--- config.mk ---
export PLATFORM = sky130hd
export DESIGN_NAME = div_unit
export DESIGN_NICKNAME = d
export VERILOG_FILES = /design/src/rtl/div_unit.sv
export SDC_FILE = /design/constraint.sdc
export NUM_CORES = 1
export LEC_CHECK = 0
export CORE_ASPECT_RATIO = 2
export CORE_MARGIN = 2
export CORE_UTILIZATION = 60
export CTS_CLUSTER_DIAMETER = 100
export DETAILED_ROUTE_END_ITERATION = 10
export DONT_BUFFER_PORTS = 1
export PLACE_DENSITY = 0.76
export SKIP_CTS_REPAIR_TIMING = 1
export SYNTH_ARGS = -nofsm -noshare
export SYNTH_HDL_FRONTEND = slang
export SYNTH_SLANG_ARGS = --single-unit
--- constraint.sdc ---
create_clock -name clk -period 3.65 [get_ports clk]
set_clock_uncertainty 0.1 [all_clocks]
set_input_delay 0.1825 -clock clk [delete_from_list [all_inputs] [get_ports clk]]
set_output_delay 0.1825 -clock clk [all_outputs]
set_load 0.01 [all_outputs]
--- src/rtl/div_unit.sv ---
// div_unit: radix-2 restoring integer divider (DIV/DIVU), one quotient bit per clock.
// Result is {remainder, quotient}; operands are latched on the accepting edge.
`default_nettype none

module div_unit #(
  parameter int WIDTH = 32
) (
  input  logic               clk,
  input  logic               rst,
  input  logic               signed_div_i,
  input  logic [WIDTH-1:0]   opdata1_i,
  input  logic [WIDTH-1:0]   opdata2_i,
  input  logic               start_i,
  input  logic               annul_i,
  output logic [2*WIDTH-1:0] result_o,
  output logic               ready_o
);

  localparam int CW = $clog2(WIDTH + 1);
  localparam logic [CW-1:0] CNT_DONE = CW'(WIDTH);
  localparam logic [CW-1:0] CNT_ONE  = CW'(1);

  localparam logic [1:0] S_FREE   = 2'd0;
  localparam logic [1:0] S_BYZERO = 2'd1;
  localparam logic [1:0] S_ON     = 2'd2;
  localparam logic [1:0] S_END    = 2'd3;

  logic [1:0]           state_q, state_d;
  logic [CW-1:0]        cnt_q, cnt_d;
  logic [2*WIDTH:0]     dreg_q, dreg_d;
  logic [WIDTH-1:0]     divisor_q, divisor_d;
  logic                 neg_quot_q, neg_quot_d;
  logic                 neg_rem_q, neg_rem_d;
  logic [2*WIDTH-1:0]   result_q, result_d;
  logic                 ready_q, ready_d;

  logic                 start_ok;
  logic                 op1_neg, op2_neg;
  logic [WIDTH-1:0]     op1_abs, op2_abs;
  logic [WIDTH:0]       diff;
  logic [WIDTH-1:0]     quot, rem, quot_fix, rem_fix;

  assign start_ok = start_i & ~annul_i;
  assign op1_neg  = signed_div_i & opdata1_i[WIDTH-1];
  assign op2_neg  = signed_div_i & opdata2_i[WIDTH-1];
  // The most-negative value negates to itself, which is the correct unsigned magnitude.
  assign op1_abs  = op1_neg ? -opdata1_i : opdata1_i;
  assign op2_abs  = op2_neg ? -opdata2_i : opdata2_i;

  assign diff     = dreg_q[2*WIDTH:WIDTH] - {1'b0, divisor_q};
  assign quot     = dreg_q[WIDTH-1:0];
  assign rem      = dreg_q[2*WIDTH:WIDTH+1];
  assign quot_fix = neg_quot_q ? -quot : quot;
  assign rem_fix  = neg_rem_q ? -rem : rem;

  always_ff @(posedge clk or negedge rst) begin
    if (!rst) begin
      state_q <= S_FREE;
    end else begin
      state_q <= state_d;
    end
  end

  always_comb begin
    state_d = state_q;
    case (state_q)
      S_FREE:   if (start_ok) state_d = (opdata2_i == '0) ? S_BYZERO : S_ON;
      S_ON: begin
        if (annul_i)                state_d = S_FREE;
        else if (cnt_q == CNT_DONE) state_d = S_END;
      end
      S_BYZERO: state_d = annul_i ? S_FREE : S_END;
      S_END:    if (!start_i) state_d = S_FREE;
      default:  state_d = S_FREE;
    endcase
  end

  always_comb begin
    cnt_d      = cnt_q;
    dreg_d     = dreg_q;
    divisor_d  = divisor_q;
    neg_quot_d = neg_quot_q;
    neg_rem_d  = neg_rem_q;
    result_d   = result_q;
    ready_d    = ready_q;
    case (state_q)
      S_FREE: begin
        if (start_ok) begin
          dreg_d     = {{WIDTH{1'b0}}, op1_abs, 1'b0};
          divisor_d  = op2_abs;
          neg_quot_d = op1_neg ^ op2_neg;
          neg_rem_d  = op1_neg;
          cnt_d      = '0;
        end
      end
      S_ON: begin
        if (annul_i) begin
          cnt_d    = '0;
          result_d = '0;
          ready_d  = 1'b0;
        end else if (cnt_q != CNT_DONE) begin
          if (diff[WIDTH]) dreg_d = {dreg_q[2*WIDTH-1:0], 1'b0};
          else             dreg_d = {diff[WIDTH-1:0], dreg_q[WIDTH-1:0], 1'b1};
          cnt_d = cnt_q + CNT_ONE;
        end else begin
          result_d = {rem_fix, quot_fix};
          ready_d  = 1'b1;
        end
      end
      S_BYZERO: begin
        if (!annul_i) begin
          result_d = '0;
          ready_d  = 1'b1;
        end
      end
      S_END: begin
        if (!start_i) begin
          result_d = '0;
          ready_d  = 1'b0;
        end
      end
      default: ;
    endcase
  end

  always_ff @(posedge clk or negedge rst) begin
    if (!rst) begin
      cnt_q      <= '0;
      dreg_q     <= '0;
      divisor_q  <= '0;
      neg_quot_q <= 1'b0;
      neg_rem_q  <= 1'b0;
      result_q   <= '0;
      ready_q    <= 1'b0;
    end else begin
      cnt_q      <= cnt_d;
      dreg_q     <= dreg_d;
      divisor_q  <= divisor_d;
      neg_quot_q <= neg_quot_d;
      neg_rem_q  <= neg_rem_d;
      result_q   <= result_d;
      ready_q    <= ready_d;
    end
  end

  assign result_o = result_q;
  assign ready_o  = ready_q;

endmodule

`default_nettype wire

==> metrics.log <==
INFO  metric clock_latency = 440 ps
INFO  metric detail_route.vias_per_cell = 6.009
INFO  metric preCtsSetupSlack = 349.6 ps
INFO  metric synth.lib_cells_used.distinct = 64
INFO  metric gr-total-overflow = 0
INFO  metric ratio_of_total_power_to_cell_area = 946.4 nW/µm²
INFO  metric worstSetupEndpointType = flop
INFO  metric die_h = 198.2 µm
INFO  metric grt_pass1_vias = 9592
INFO  metric placer_congestion_estimate = 0.9085
INFO  metric htree_levels = 4
INFO  metric cts_tree = done
INFO  metric ys.flop_type = sky130_fd_sc_hd__dfrtp_1
INFO  metric grt_first_pass_wirelength = 45.28 mm
INFO  metric initial_core_util = 0.6064
INFO  metric worst_setup_path_start_kind = flop
INFO  metric numCtsBuffers = 17
INFO  metric worst_slew_pin_slew = 1149 ps
INFO  metric numPlacedInstances = 1536
INFO  metric final.period_utilization = 0.9092
INFO  metric violations_in_the_final_reports = negative hold slack
INFO  metric die_area = 20030 µm²
INFO  metric postSynthAreaPerCell = 8.293 µm²
INFO  metric cp_slowest_cell = sky130_fd_sc_hd__o41ai_1
INFO  metric drtPass1Iterations = 5
INFO  metric route.antenna.remaining_nets = 0
INFO  metric detail_route.wirelength = 29.06 mm
INFO  metric clock_sink_count = 172
INFO  metric peakVddDrop = 0.5191 mV
INFO  metric fp.coreArea = 18660 µm²
INFO  metric worst_path_most_repeated_cell = sky130_fd_sc_hd__o21ai_1
INFO  metric cp_data_required_time = 3920 ps
INFO  metric dpl.hpwl = 20.96 mm
INFO  metric fmax = 301.3 MHz
INFO  metric floorplan.die.width = 101.1 µm
INFO  metric drive_gt1_frac = 0.05477
INFO  metric cts_max_path_buffers = 2
INFO  metric drt-initial-drc-count = 321
INFO  metric total_negative_slack = 0 ps
INFO  metric routed-via-count = 9764
INFO  metric yosys.area.top_type = sky130_fd_sc_hd__dfrtp_1
INFO  metric syn-num-nets = 1477
INFO  metric final_cell_count_without_fillers = 1625
INFO  metric syn2layout_area_growth = 12.21%
INFO  metric min-delay-path-class = input port to asynchronous set/reset pin
INFO  metric min_period = 3319 ps
INFO  metric hold_ws = -670.5 ps
INFO  metric crit_path_max_fanout = 5
INFO  metric clock_pin_slew_of_the_registers_on_the_worst_case_setup_and_hold_paths = 70 ps
INFO  metric synth-seq-cells = 172
INFO  metric io_buffers = 0
INFO  metric number_of_design_rule_violations_left_after_detail_routing = 0
INFO  metric netlist.area_leader.share = 0.3805
INFO  metric leakage = 0.005538 µW
INFO  metric timing.max_cap.violations = 0
INFO  metric cpPeakStageDelay = 550 ps
INFO  metric antenna_cells = 0
INFO  metric slew_violations = 0
INFO  metric synth.yosys.seq_area_share = 0.3805
INFO  metric nets = 1506
INFO  metric timing.critical_path.cells = inv_1, fa_1, nand2b_1, a21oi_1, buf_4, o2111ai_1, o21ai_1, nor4_1, o41ai_1, a41oi_1, xor2_1, o21ai_1
INFO  metric grt_setup_unrepaired = no
INFO  metric clockRootBuffer = sky130_fd_sc_hd__clkbuf_16
INFO  metric grt_util_all_layers = 0.2862
INFO  metric num_rows = 71
INFO  metric outcome = finished, violations left
INFO  metric routed_wire_length_per_instance = 17.88 µm
INFO  metric synth.yosys.warnings = 0
INFO  metric post-route-worst-setup-slack = 331.4 ps
INFO  metric netlist_instances = 1364
INFO  metric final_core_util = 0.6804
INFO  metric grt_start_max_net_pins = 173
INFO  metric most_area_consuming_cells_after_synthesis = sky130_fd_sc_hd__dfrtp_1, sky130_fd_sc_hd__nand2_1, sky130_fd_sc_hd__xor2_1, sky130_fd_sc_hd__o21ai_0, sky130_fd_sc_hd__ha_1
INFO  metric asyncSetResetFlopFracSynth = 1.000
INFO  metric cp.arrival = 3590 ps
INFO  metric power.total = 12010 µW
INFO  metric finalHoldViolations = 185
INFO  metric slew-limit-headroom = 0.2340
INFO  metric floorplan.io_pins = 134
INFO  metric setup_viol = 0
INFO  metric post_synth_instance_area = 11310 µm²
INFO  metric setup.worst_path.class = flop to flop
INFO  metric post_synth_edffs = 0
INFO  metric grt_antenna_before_repair = 0
==> critical path: cells and delay by family (launching register included) <==
kind | cells | cell delay (ps)
DFF | 1 | 420
adders and majority gates | 1 | 470
and+or+nand+nor | 2 | 280
xor gates and xnor gates | 1 | 170
buffers and inverters | 2 | 290
AOI/OAI and AO/OA | 6 | 1520
==> logic make-up (layout without fill, tap and decap cells) <==
kind of cell    after synthesis  in the layout  synth area share
compound gates              400            400            0.2026
fa+ha+maj                    44             44           0.04933
buf+inv                     120            162           0.04004
xor+xnor                    145            145            0.1123
mux                          32             32           0.02832
flops                       172            172            0.3805
simple gates                451            451            0.1869
==> stage by stage <==
step	hold slack [ps]	area, µm²
after floorplan	-213.1	11310
after global placement	-210.1	11540
after detailed placement	-210.7	11540
after CTS	-688.2	12120
after global routing	-693.5	12690
final	-670.5	12690
==> power breakdown <==
group | total [µW] | leakage (µW) | internal [µW] | switching, µW
clock | 1840 | 0.000290 | 1020 | 822
combinational | 6990 | 0.00296 | 2910 | 4080
sequential | 3180 | 0.00229 | 2440 | 744
==> flip-flops by register name (all words and copies together) (netlist names) <==
register / count
neg_quot_q: 1
dreg_q: 65
state_q: 2
result_o: 64
cnt_q: 6
divisor_q: 32
ready_o: 1
neg_rem_q: 1
==> final timing paths <==
check	depth (start not counted)	endpoint	startpoint	slack, ps
setup reg to reg	12	dreg_q[63]$_DFFE_PN0P_	dreg_q[33]$_DFFE_PN0P_	330
min in group clk	3	divisor_q[23]$_DFFE_PN0P_	opdata2_i[22]	-60
setup / recovery	12	dreg_q[63]$_DFFE_PN0P_	dreg_q[33]$_DFFE_PN0P_	330
max in group asynchronous	0	result_o[58]$_DFFE_PN0P_	rst	3680
hold reg to reg	1	cnt_q[5]$_DFFE_PN0P_	cnt_q[5]$_DFFE_PN0P_	380
hold / removal	0	result_o[6]$_DFFE_PN0P_	rst	-670
==> cell usage in the layout, fill, tap and decap left out, drive strengths merged, types with 3 or more instances in the layout <==
cell	count
nand3	22
a22o	5
and2	4
nor4	11
dlygate4sd3	57
buf	20
nand2	240
nand4	3
a21boi	4
dfrtp	172
nor2	70
xor2	93
a31oi	6
clkbuf	17
o21bai	3
ha	43
o21ai	222
or3	25
a211oi	7
nor3b	4
inv	59
and3	7
nand2b	14
a21oi	88
mux2i	32
nor2b	6
clkinv	6
a21o	3
o31ai	24
or4	16
xnor2	52
o41ai	15
nor3	21
o221ai	3
o211ai	5
or2	3
==> metal layers <==
layer | wire length, µm | part of all wire | up-vias | track usage
met5 | 0 | 0 | - | 0
met4 | 1069 | 0.037 | 0 | 0.1301
met3 | 1575 | 0.054 | 76 | 0.07024
met2 | 16080 | 0.55 | 304 | 0.5396
met1 | 10340 | 0.36 | 4574 | 0.2858
li1 | - | - | 4810 | -
==> layout make-up <==
type / count / area (µm²)
clock buffer: 17 / 425.4
fill: 1569 / 5962
timing repair buffer: 77 / 745.7
multi-input combinational: 1072 / 6585
tap: 219 / 274.0
sequential: 172 / 4304
inverter: 53 / 198.9
clock inverter: 15 / 160.2
==> cells in the mapped netlist (all sizes together), types with 10 or more instances <==
cell	instances
o31ai	24
a21oi	88
mux2i	32
nand2	240
or4	16
or3	25
xnor2	52
nand2b	14
nor3	21
nor4	11
o41ai	15
inv	53
ha	43
nor2	70
xor2	93
o21ai	222
nand3	22
dfrtp	172
buf	10
clkbuf	57
Note: power is estimated with default switching activity, not from simulation.
